**config.mk**
```make
export PLATFORM = sky130hd
export DESIGN_NAME = vic_irq_ctrl_flat
export DESIGN_NICKNAME = d
export VERILOG_FILES = /design/src/rtl/vic_irq_ctrl_if.sv /design/src/rtl/vic_irq_ctrl.sv /design/src/flat_wrapper.sv
export SDC_FILE = /design/constraint.sdc
export NUM_CORES = 1
export LEC_CHECK = 0
export BUFFER_PORTS_ARGS = -buffer_cell sky130_fd_sc_hd__buf_2
export CELL_PAD_IN_SITES_DETAIL_PLACEMENT = 0
export CELL_PAD_IN_SITES_GLOBAL_PLACEMENT = 1
export CORE_MARGIN = 2
export CORE_UTILIZATION = 28
export DETAILED_ROUTE_END_ITERATION = 7
export PLACE_DENSITY = 0.65
export REMOVE_ABC_BUFFERS = 1
export SLEW_MARGIN = 5
export SYNTH_ARGS = -nofsm -noshare
export SYNTH_HDL_FRONTEND = slang
export SYNTH_SLANG_ARGS = --single-unit
```
**constraint.sdc**
```tcl
create_clock -name i_clk -period 2.67 [get_ports i_clk]
set_clock_uncertainty 0.2 [all_clocks]
set_input_delay 0 -clock i_clk [delete_from_list [all_inputs] [get_ports i_clk]]
set_output_delay 0 -clock i_clk [all_outputs]
set_load 0.02 [all_outputs]
```
**src/rtl/vic_irq_ctrl_if.sv**
```systemverilog
// CPU-side bundle of the VIC interrupt block: raw sources, channel config, enable, ack in;
// request, vector and pending status out.
interface vic_irq_ctrl_if #(
  parameter int NUM_IRQ = 31,
  parameter int ADDR_W  = 5
);
  logic [NUM_IRQ-1:0]   i_ext;
  logic [4*NUM_IRQ-1:0] i_cfg;
  logic                 i_en;
  logic                 i_ack;
  logic                 o_irq;
  logic [ADDR_W-1:0]    o_irq_addr;
  logic [NUM_IRQ-1:0]   o_pending;

  modport slave (
    input  i_ext, i_cfg, i_en, i_ack,
    output o_irq, o_irq_addr, o_pending
  );

  modport master (
    output i_ext, i_cfg, i_en, i_ack,
    input  o_irq, o_irq_addr, o_pending
  );
endinterface

```
**src/rtl/vic_irq_ctrl.sv**
```systemverilog
// Vectored interrupt capture: synchronise sources, capture edge/level events, present the
// lowest pending index with an irq/ack handshake and a forced low cycle between vectors.
module vic_irq_ctrl #(
  parameter int NUM_IRQ     = 31,
  parameter int ADDR_W      = 5,
  parameter int SYNC_STAGES = 2
) (
  input  logic          i_clk,
  input  logic          i_rst,
  vic_irq_ctrl_if.slave bus
);

  typedef enum logic [1:0] {
    ST_IDLE = 2'd0,
    ST_REQ  = 2'd1,
    ST_GAP  = 2'd2
  } state_e;

  logic [NUM_IRQ-1:0] sync_q [SYNC_STAGES];
  logic [NUM_IRQ-1:0] prev_q;
  logic [NUM_IRQ-1:0] pend_q, pend_d;
  logic [NUM_IRQ-1:0] s_vec;
  logic [NUM_IRQ-1:0] en_v, fall_v, rise_v, pol_v;
  logic [NUM_IRQ-1:0] edge_mode, event_v, sel_oh, ack_clr;
  logic [ADDR_W-1:0]  addr_q, addr_d, enc_idx;
  logic               enc_vld, pend_sel;
  state_e             state_q, state_d;

  always_ff @(posedge i_clk or negedge i_rst) begin
    if (!i_rst) begin
      for (int k = 0; k < SYNC_STAGES; k++) sync_q[k] <= '0;
      prev_q <= '0;
    end else begin
      sync_q[0] <= bus.i_ext;
      for (int k = 1; k < SYNC_STAGES; k++) sync_q[k] <= sync_q[k-1];
      prev_q <= s_vec;
    end
  end

  assign s_vec = sync_q[SYNC_STAGES-1];

  // Config nibble per channel is {lvl_pol, rise, fall, en}.
  always_comb begin
    en_v   = '0;
    fall_v = '0;
    rise_v = '0;
    pol_v  = '0;
    for (int i = 0; i < NUM_IRQ; i++) begin
      en_v[i]   = bus.i_cfg[4*i];
      fall_v[i] = bus.i_cfg[4*i+1];
      rise_v[i] = bus.i_cfg[4*i+2];
      pol_v[i]  = bus.i_cfg[4*i+3];
    end
  end

  assign edge_mode = rise_v | fall_v;
  assign event_v   = (rise_v & s_vec & ~prev_q) | (fall_v & ~s_vec & prev_q);

  always_comb begin
    sel_oh = '0;
    for (int i = 0; i < NUM_IRQ; i++) sel_oh[i] = (addr_q == ADDR_W'(i));
  end

  assign pend_sel = |(pend_q & sel_oh);
  assign ack_clr  = (state_q == ST_REQ && bus.i_ack) ? sel_oh : '0;

  // A fresh event outranks the ack-clear so it is never lost; level channels ignore ack.
  assign pend_d = en_v & ((edge_mode & (event_v | (pend_q & ~ack_clr)))
                        | (~edge_mode & ~(s_vec ^ pol_v)));

  always_comb begin
    enc_idx = '0;
    enc_vld = 1'b0;
    for (int i = NUM_IRQ - 1; i >= 0; i--) begin
      if (pend_q[i]) begin
        enc_idx = ADDR_W'(i);
        enc_vld = 1'b1;
      end
    end
  end

  always_comb begin
    state_d = state_q;
    addr_d  = addr_q;
    case (state_q)
      ST_IDLE: begin
        if (bus.i_en && enc_vld) begin
          addr_d  = enc_idx;
          state_d = ST_REQ;
        end
      end
      ST_REQ: begin
        if (bus.i_ack)                  state_d = ST_GAP;
        else if (!pend_sel || !bus.i_en) state_d = ST_IDLE;
      end
      ST_GAP:  state_d = ST_IDLE;
      default: state_d = ST_IDLE;
    endcase
  end

  always_ff @(posedge i_clk or negedge i_rst) begin
    if (!i_rst) begin
      pend_q  <= '0;
      addr_q  <= '0;
      state_q <= ST_IDLE;
    end else begin
      pend_q  <= pend_d;
      addr_q  <= addr_d;
      state_q <= state_d;
    end
  end

  assign bus.o_irq      = (state_q == ST_REQ);
  assign bus.o_irq_addr = addr_q;
  assign bus.o_pending  = pend_q;

endmodule

```
**src/flat_wrapper.sv**
```systemverilog
// flat-port wrapper written by rule: the top's interface ports become plain ports
module vic_irq_ctrl_flat 
#(
  parameter int NUM_IRQ     = 31,
  parameter int ADDR_W      = 5,
  parameter int SYNC_STAGES = 2
)
  (i_clk, i_rst, bus_i_ext, bus_i_cfg, bus_i_en, bus_i_ack, bus_o_irq, bus_o_irq_addr, bus_o_pending);
  vic_irq_ctrl_if #(.NUM_IRQ(NUM_IRQ), .ADDR_W(ADDR_W)) bus_i ();
  input  logic i_clk;
  input  logic i_rst;
  input wire logic [$bits(bus_i.i_ext)-1:0] bus_i_ext;
  input wire logic [$bits(bus_i.i_cfg)-1:0] bus_i_cfg;
  input wire logic [$bits(bus_i.i_en)-1:0] bus_i_en;
  input wire logic [$bits(bus_i.i_ack)-1:0] bus_i_ack;
  output wire logic [$bits(bus_i.o_irq)-1:0] bus_o_irq;
  output wire logic [$bits(bus_i.o_irq_addr)-1:0] bus_o_irq_addr;
  output wire logic [$bits(bus_i.o_pending)-1:0] bus_o_pending;
  assign bus_i.i_ext = bus_i_ext;
  assign bus_i.i_cfg = bus_i_cfg;
  assign bus_i.i_en = bus_i_en;
  assign bus_i.i_ack = bus_i_ack;
  assign bus_o_irq = bus_i.o_irq;
  assign bus_o_irq_addr = bus_i.o_irq_addr;
  assign bus_o_pending = bus_i.o_pending;
  vic_irq_ctrl #(.NUM_IRQ(NUM_IRQ), .ADDR_W(ADDR_W), .SYNC_STAGES(SYNC_STAGES)) u_core (.i_clk(i_clk), .i_rst(i_rst), .bus(bus_i));
endmodule
```
==> impl_metrics.yaml <==
clocking:
  cts_max_level: 4
  numCtsBuffers: 17
  clk_path_buf_depth: 2
  cts_tree: "built"
  clkTransAtPathRegs_ps: 60
  cts_setup_buffers: 0
  insertion_delay_ps: 420
  clock_sinks: 131
  root_buffer: "clkbuf_16"
sta:
  worstMarginPinSlew_ps: 687
  min_period_ps: 2520
  tns_ps: 0
  setup_viol: 0
  slew_headroom: 0.542
  finalCritPeriodShare: 0.943
  fmax_mhz: 397
  holdWs_ps: 17.5
  hold_viol: 0
  setup_ws_ps: 153
  slew_violations: 0
worst_setup_path:
  cp_max_fo: 11
  r2r-start: "u_core.bus.o_irq_addr[2]$_DFFE_PN0P_"
  rrSetupSlack_ps: 150
  path_cells: "nand2b_2 > or3_1 > o21ai_0 > a21oi_1 > dlygate4sd3_1"
  r2r-end: "u_core.bus.o_pending[10]$_DFF_PN0_"
  crit_path_top_delay_cell: "dlygate4sd3_1"
  cp-end-kind: "register"
  arrival_ps: 2610
  start_kind: "register"
  max_stage_delay_ps: 560
  critPathRequiredTime_ps: 2770
  r2r_cells: 5
  path_class: "register to register"
drt:
  drt-vias-per-instance: 4.67
  drt_first_pass_iters: 4
  routed_wl_um: 17500
  drtIter0Drc: 218
  drc: 0
  vias: 5400
  final_antenna_net_count: 0
  wl_per_cell_um: 15.2
yosys:
  ys.flop_type: "dfrtp_1"
  ys_ff_latch: 131
  syn_avg_cell_area_um2: 10.7
  syn_area_mm2: 0.00568
  synth_warnings: 0
  synthSimpleGateAreaFrac: 0.0959
  synth_edf_count: 0
  synth_compound_area_frac: 0.230
  synth_top_family_by_area: "compound AO/OA/AOI/OAI gates"
  synthAdderAreaFrac: 0
  synth_cell_type_count: 50
  synth.yosys.seq_area_share: 0.577
  syn_inst: 529
  synthMuxAreaShare: 0.0148
  async_reset_ff_frac: 1.00
  synth_xor_area_frac: 0.0478
worst_hold_path:
  hp-start: "bus_i_ext[3]"
  hold_depth: 2
  min_to: "u_core.sync_q[34]$_DFF_PN0_"
  hold_class: "primary input to register"
placement:
  hpwl_um: 12600
  routabilityCongestion: 0.817
  preCtsSetupSlack_ps: 422
  io_buffer_count: 195
  post_dp_cell_area_mm2: 0.00699
finish:
  syn2layout_area_growth_pct: 59.6
  register_area_mm2: 0.00328
  diodes: 0
  utilization: 0.452
  multi_input_area_mm2: 0.00221
  drive_gt1_frac: 0.283
  fillers: 1988
  finalNetCount: 1033
  finalInstanceArea_mm2: 0.00906
grt:
  grt_pass1_wl_um: 28600
  overflow: 0
  grtUsageTotal: 0.170
  grt_max_degree: 45
  antenna_found_initial: 0
  grt_pass1_vias: 5700
pwr:
  internal_power_mw: 4.71
  pwr-share-seq: 0.371
  power.density_mw_per_mm2: 741
  p_clk_frac: 0.412
  p_sw_mw: 2.00
  comb_power_share: 0.218
  p_sw_frac: 0.298
  max-vdd-ir-drop_mv: 0.434
  p_leak_nw: 4.12
flow_run:
  drv_cap: 0
die:
  dieHeight_um: 146
  core_area_mm2: 0.0200
  row_count: 52
  die_w_um: 146
  start_util: 0.283
  die_area_mm2: 0.0214
  boundaryPins: 196
status:
  status: "complete, no violations"
==> per-layer routing <==
layer	wire [µm]	global-route usage
met1	7750	0.212
met2	8560	0.287
met3	928	0.0450
met4	305	0.0558
met5	0	0
==> placed cells by master, fill, tap and decap left out, types with 4 or more instances in the layout <==
cell           synthesis  layout
clkbuf_8               0       4
dfrtp_1              131     128
a31oi_1               33      33
o22ai_1               31      31
a211oi_1               4       4
nand3_1                4       4
clkinv_4               0       4
xnor2_1               31      31
inv_1                 39      39
a21oi_1               43      43
buf_2                  6     194
dlygate4sd3_1          0     134
nor2_1                22      22
clkbuf_16              0      17
bufinv_16              0       6
o21ai_0               37      37
mux2i_1                5       5
nand2_1               50      50
nor3_1                 4       4
o31ai_1               36      36
==> synth_stat cells, types with 3 or more instances <==
| cell | instances | share of area |
|---|---|---|
| o31ai_1 | 36 | 0.048 |
| nor2_1 | 22 | 0.015 |
| o21ai_0 | 37 | 0.033 |
| nand2_1 | 50 | 0.033 |
| o22ai_1 | 31 | 0.034 |
| nand2b_1 | 3 | 0.0033 |
| nor3_1 | 4 | 0.0035 |
| inv_1 | 39 | 0.026 |
| o21ai_1 | 3 | 0.0026 |
| a211oi_1 | 4 | 0.0053 |
| a31oi_1 | 33 | 0.036 |
| dfrtp_1 | 131 | 0.58 |
| buf_2 | 6 | 0.0053 |
| a21oi_1 | 43 | 0.038 |
| xnor2_1 | 31 | 0.048 |
| a22o_1 | 3 | 0.0046 |
| mux2i_1 | 5 | 0.0088 |
| or3_1 | 3 | 0.0033 |
| nand3_1 | 4 | 0.0035 |
==> worst max-delay path, delay by kind of cell (launching register included) <==
family	cells	cell delay (ps)
simple gates	2	780
buf+inv	1	560
flops	1	530
compound gates	2	330
==> flip-flops by register name, summed over array words and instances (netlist names) <==
name	cells
u_core.bus.o_irq_addr	5
u_core.sync_q	31
u_core.s_vec	31
u_core.bus.o_pending	31
u_core.state_q	2
u_core.prev_q	31
==> repair_timing <==
action / in CTS / in global routing
hold buffers: 135 / 0
endpoints found under the setup margin: 0 / 5
endpoints found under the hold margin: 197 / 0
gates resized for setup: 0 / 4
==> how the worst max path moves through the flow <==
| stage | start | end | slack, ps | depth (start not counted) |
|---|---|---|---|---|
| after detailed placement | u_core.bus.o_irq_addr[1]$_DFFE_PN0P_ | u_core.state_q[0]$_DFFE_PN0P_ | 420 | 6 |
| after CTS | u_core.bus.o_irq_addr[4]$_DFFE_PN0P_ | u_core.bus.o_pending[18]$_DFF_PN0_ | 40 | 5 |
| after global placement | u_core.bus.o_irq_addr[1]$_DFFE_PN0P_ | u_core.state_q[0]$_DFFE_PN0P_ | 440 | 6 |
| after floorplan | u_core.bus.o_irq_addr[3]$_DFFE_PN0P_ | u_core.state_q[0]$_DFFE_PN0P_ | 520 | 6 |
| after global routing | u_core.state_q[1]$_DFFE_PN0P_ | u_core.bus.o_pending[10]$_DFF_PN0_ | -10 | 6 |
| final | u_core.bus.o_irq_addr[2]$_DFFE_PN0P_ | u_core.bus.o_pending[10]$_DFF_PN0_ | 150 | 5 |
==> metrics by stage <==
stage                     std cells  power, mW
after floorplan                 521       3.17
after global placement          990       3.77
after detailed placement        990       3.78
after CTS                      1157       6.76
after global routing           1157       7.04
final                          1157       6.72
==> power groups by stage <==
| stage | clock [mW] | sequential, mW | combinational (mW) |
|---|---|---|---|
| finish | 2.77 | 2.49 | 1.46 |
| CTS | 2.82 | 2.48 | 1.46 |
| global placement | 0 | 2.51 | 1.27 |
| detailed placement | 0 | 2.52 | 1.26 |
| floorplan | 0 | 2.52 | 0.655 |
| global route | 2.92 | 2.53 | 1.60 |
==> cells by family (layout without fill, tap and decap cells) <==
group                     after synthesis  in the layout
and+or+nand+nor                       107            107
buffers and inverters                  47            405
AOI/OAI and AO/OA                     206            206
muxes                                   7              7
DFF                                   131            131
xor gates and xnor gates               31             31
==> area by class of cell <==
| type | count | area share |
|---|---|---|
| Inverter | 39 | 0.0162 |
| Tap cell | 270 | 0.0373 |
| Clock buffer | 21 | 0.0530 |
| Clock inverter | 11 | 0.0246 |
| Timing Repair Buffer | 334 | 0.263 |
| Sequential cell | 131 | 0.362 |
| Multi-Input combinational cell | 351 | 0.244 |
Power figures use the tool's default switching activity.
